File: config.mk
export PLATFORM = sky130hd
export DESIGN_NAME = perf_counter_unit
export DESIGN_NICKNAME = d
export VERILOG_FILES = /design/src/rtl/perf_counter_unit.sv
export SDC_FILE = /design/constraint.sdc
export NUM_CORES = 1
export LEC_CHECK = 0
export CORE_MARGIN = 2
export CORE_UTILIZATION = 30
export DETAILED_ROUTE_END_ITERATION = 8
export SLEW_MARGIN = 40
export SYNTH_ARGS = -nofsm -noshare
export SYNTH_HDL_FRONTEND = slang
export SYNTH_SLANG_ARGS = --single-unit
File: constraint.sdc
create_clock -name clk -period 7.8 [get_ports clk]
set_clock_uncertainty 0.15 [all_clocks]
set_input_delay 0.78 -clock clk [delete_from_list [all_inputs] [get_ports clk]]
set_output_delay 0.78 -clock clk [all_outputs]
set_load 0.005 [all_outputs]
File: src/rtl/perf_counter_unit.sv
// Performance counter unit: six saturating 32-bit event counters with a RUN/FROZEN
// halt state machine, sticky overflow flags and a fixed one-cycle read port.
module perf_counter_unit (
    input  logic        clk,
    input  logic        rst,
    input  logic        retire,
    input  logic        halt,
    input  logic        icache_req,
    input  logic        icache_hit,
    input  logic        dcache_req,
    input  logic        dcache_hit,
    input  logic        clr,
    input  logic        rd_req,
    input  logic [2:0]  rd_sel,
    output logic        rd_ack,
    output logic [31:0] rd_data,
    output logic [5:0]  ovf,
    output logic        halted
);

    localparam int          NUM_CNT = 6;
    localparam logic [31:0] CNT_MAX = 32'hFFFF_FFFF;

    typedef enum logic {
        RUN    = 1'b0,
        FROZEN = 1'b1
    } state_t;

    state_t              state;
    logic [31:0]         count [NUM_CNT];
    logic [NUM_CNT-1:0]  inc;
    logic [31:0]         rd_mux;

    // A hit only counts alongside its own request; halt always retires one instruction.
    always_comb begin
        inc    = '0;
        inc[0] = 1'b1;
        inc[1] = retire | halt;
        inc[2] = icache_req;
        inc[3] = icache_req & icache_hit;
        inc[4] = dcache_req;
        inc[5] = dcache_req & dcache_hit;
    end

    // Indices 6 and 7 have no counter behind them and read as zero.
    always_comb begin
        rd_mux = '0;
        case (rd_sel)
            3'd0:    rd_mux = count[0];
            3'd1:    rd_mux = count[1];
            3'd2:    rd_mux = count[2];
            3'd3:    rd_mux = count[3];
            3'd4:    rd_mux = count[4];
            3'd5:    rd_mux = count[5];
            default: rd_mux = '0;
        endcase
    end

    // NOTE: every register here is updated with <= so all reads in this block see
    // pre-edge values; that is what makes the read port return the pre-update count.
    always_ff @(posedge clk) begin
        if (rst) begin
            state   <= RUN;
            ovf     <= '0;
            rd_ack  <= 1'b0;
            rd_data <= '0;
            for (int i = 0; i < NUM_CNT; i++) begin
                count[i] <= '0;
            end
        end else begin
            rd_ack <= rd_req;
            if (rd_req) begin
                rd_data <= rd_mux;
            end

            if (clr) begin
                state <= RUN;
                ovf   <= '0;
                for (int i = 0; i < NUM_CNT; i++) begin
                    count[i] <= '0;
                end
            end else if (state == RUN) begin
                for (int i = 0; i < NUM_CNT; i++) begin
                    if (inc[i]) begin
                        if (count[i] == CNT_MAX) begin
                            ovf[i] <= 1'b1;
                        end else begin
                            count[i] <= count[i] + 32'd1;
                        end
                    end
                end
                if (halt) begin
                    state <= FROZEN;
                end
            end
        end
    end

    assign halted = (state == FROZEN);

endmodule

==> reports/results.tsv <==
metric	value	unit
holdCritStartpoint	ovf[3]	
die-width	215	um
synth_edf_count	192	
path_class	reg -> reg	
synth_fp_nets	1354	
yosysTopAreaCellShare	43.3	%
post-route-period-util	46.3	%
cts_tree	yes	
htree_levels	1	
synth_top_cell_by_area	edfxtp_1	
grt_pass1_wl	60.8	mm
pwr-share-clk	42.0	%
rsz0062_at_grt	no	
synth_ff_type	edfxtp_1	
drive_gt1_share	9.55	%
r2r_start	count[2][4]	
initialDrtViolationCount	1098	
yosys_warnings	0	
p_leak	0.00510	uW
fin_tns_setup	0	ns
core_area	44000	um2
worstSetupStartpoint	count[2][4]	
hpwl	29.0	mm
worstPathMaxFanout	30	
wire_per_inst	20.3	um
die_height	215	um
power_frac_comb	8.6	%
fp.dieArea	46100	um2
seq_area	6570	um2
antenna_found_initial	0	
finalHoldViolations	0	
fill_cells	4476	
syn2layout_area_growth	15.4	%
ioPinCount	53	
maxCapViolCount	0	
yosys.cell_count.top_type	nor2_1	
grt_usage	17.0	%
overflow	0	
yosysUniqueCellTypes	63	
wirelength	40.2	mm
vias	10500	
use_met1	22.9	%
p_seq_share	49.4	%
layout_min_cycle_time	3.61	ns
syn-cell-area	13300	um2
p_per_area	200	nW/um2
post_cts_resized	0	
first_global_vias	9888	
synth_seq_cells	232	
drcViolationCount	0	
cts_num_sinks	232	
path_clk_slew	0.06	ns
multiInputGateArea	6410	um2
p_sw_share	25.8	%
maxSlewHeadroom	50.2	%
max_clock_freq	0.277	GHz
ir_drop	0.000166	V
drtAntennaViolNets	0	
arrival	3.75	ns
post_cts_buffers	0	
slew_viol_final	0	
critPathLaunchType	flip-flop	
numCtsBuffers	29	
holdCritPathClass	reg -> reg	
post_synth_most_frequent_cells	nor2_1, edfxtp_1, xor2_1, nand2_1	
clock_latency	0.56	ns
status	completed	
synth.yosys.seq_area_share	49.3	%
synth-async-reset-ratio	0	%
power_switching	794	uW
clockBufferDepth	3	
nNetsFinal	1390	
std_cell_rows	77	
utilization	34.9	%
hold_buffers	0	
grtUsageMet2	26.2	%
syn_inst	1335	
vias_per_cell	5.31	
grt_max_degree	59	
setup_viol	0	
start_util	30.2	%
tightest_slew	0.747	ns
first_pass_iters	6	
root_buffer	clkbuf_16	
required	7.94	ns
synth.area.top_cells	edfxtp_1, nor2_1, dfxtp_1	
gp_congestion	0.910	
port_buffers	52	
p_int	2280	uW
n_antenna_cell	0	
syn_area_per_cell	9.97	um2
use_met3	4.78	%
critPathCaptureType	flip-flop	
top_usage_layer	met2	
## area by class of cell
class	instances	area share, %
tap	592	4.82
clock inverter	12	0.562
multi-input combinational	1013	41.8
clock buffer	41	5.34
timing repair buffer	73	4.25
inverter	22	0.537
sequential	232	42.7
## through the flow
stage                     total power, uW  hold WS, ns  setup WS, ns  cell area [um2]  instances
after floorplan                      1670        0.299          4.72            13300       1335
after global placement               1800        0.302          3.61            14400       1932
after detailed placement             1800        0.300          3.69            14500       1932
after CTS                            3090        0.314          4.17            15400       1985
after global routing                 3170        0.339          3.92            15400       1985
final                                3080        0.304          4.19            15400       1985
## worst paths after layout
check                       to  slack (ns)  cells after the start
setup / recovery  count[2][12]        4.19                      6
hold / removal          ovf[3]        0.30                      2
setup reg to reg  count[2][12]        4.19                      6
hold reg to reg         ovf[3]        0.30                      2
## layer usage
| metal | up-vias | wire length [um] | part of all wire (%) |
|---|---|---|---|
| li1 | 4936 | - | - |
| met1 | 5069 | 17200 | 43 |
| met2 | 451 | 17600 | 44 |
| met3 | 81 | 3930 | 9.8 |
| met4 | 0 | 1520 | 3.8 |
| met5 | - | 0 | 0 |
## worst max-delay path, stage by stage, from the launching register on
cell and delay (ns):
edfxtp_1 0.47, nand4_1 0.31, nor4_4 0.59, nand2_1 0.24
o21bai_4 0.61, nand2_1 0.56, buf_4 0.39
## kinds of logic (layout without fill, tap and decap cells)
group / after synthesis / count (layout) / share of synthesized area, %
compound gates: 151 / 151 / 7.84
flops: 232 / 232 / 49.3
buf+inv: 90 / 148 / 2.82
fa+ha+maj: 6 / 6 / 0.564
mux: 62 / 62 / 5.11
xor+xnor: 170 / 170 / 11.2
simple gates: 624 / 624 / 23.2
## registers in the layout, summed over array words and instances (netlist names)
name and cells:
count 192, rd_data 32, rd_ack 1, halted 1
ovf 6
## power groups by stage
stage	clock network, uW	logic, uW	registers, uW
detailed placement	0	258	1540
CTS	1310	261	1520
finish	1290	264	1520
floorplan	0	166	1500
global placement	0	257	1540
global route	1360	284	1530
## layout by cell type, fill, tap and decap left out, types with 5 or more instances in the layout
master | netlist | routed
nor4_1 | 20 | 18
xor2_1 | 91 | 91
nand3_1 | 79 | 79
edfxtp_1 | 192 | 192
o21ai_0 | 42 | 42
o22ai_1 | 11 | 11
nor3_1 | 37 | 36
clkinv_2 | 0 | 6
buf_4 | 0 | 21
ha_1 | 6 | 6
dfxtp_1 | 40 | 40
clkbuf_8 | 0 | 5
nand4_1 | 49 | 49
nand2_1 | 80 | 80
a21oi_1 | 21 | 21
buf_2 | 23 | 5
xnor2_1 | 79 | 79
a221o_1 | 11 | 11
clkbuf_16 | 0 | 29
clkdlybuf4s50_1 | 0 | 47
clkbuf_1 | 37 | 7
nand2b_1 | 14 | 14
nor2b_1 | 8 | 7
o211a_1 | 9 | 9
nor2_1 | 253 | 253
o221ai_1 | 7 | 7
inv_1 | 21 | 21
or3_1 | 11 | 11
and4_1 | 19 | 19
and3_1 | 29 | 29
mux2i_1 | 23 | 23
mux2_2 | 38 | 38
a22oi_1 | 21 | 21
Note: power is estimated with default switching activity, not from simulation.
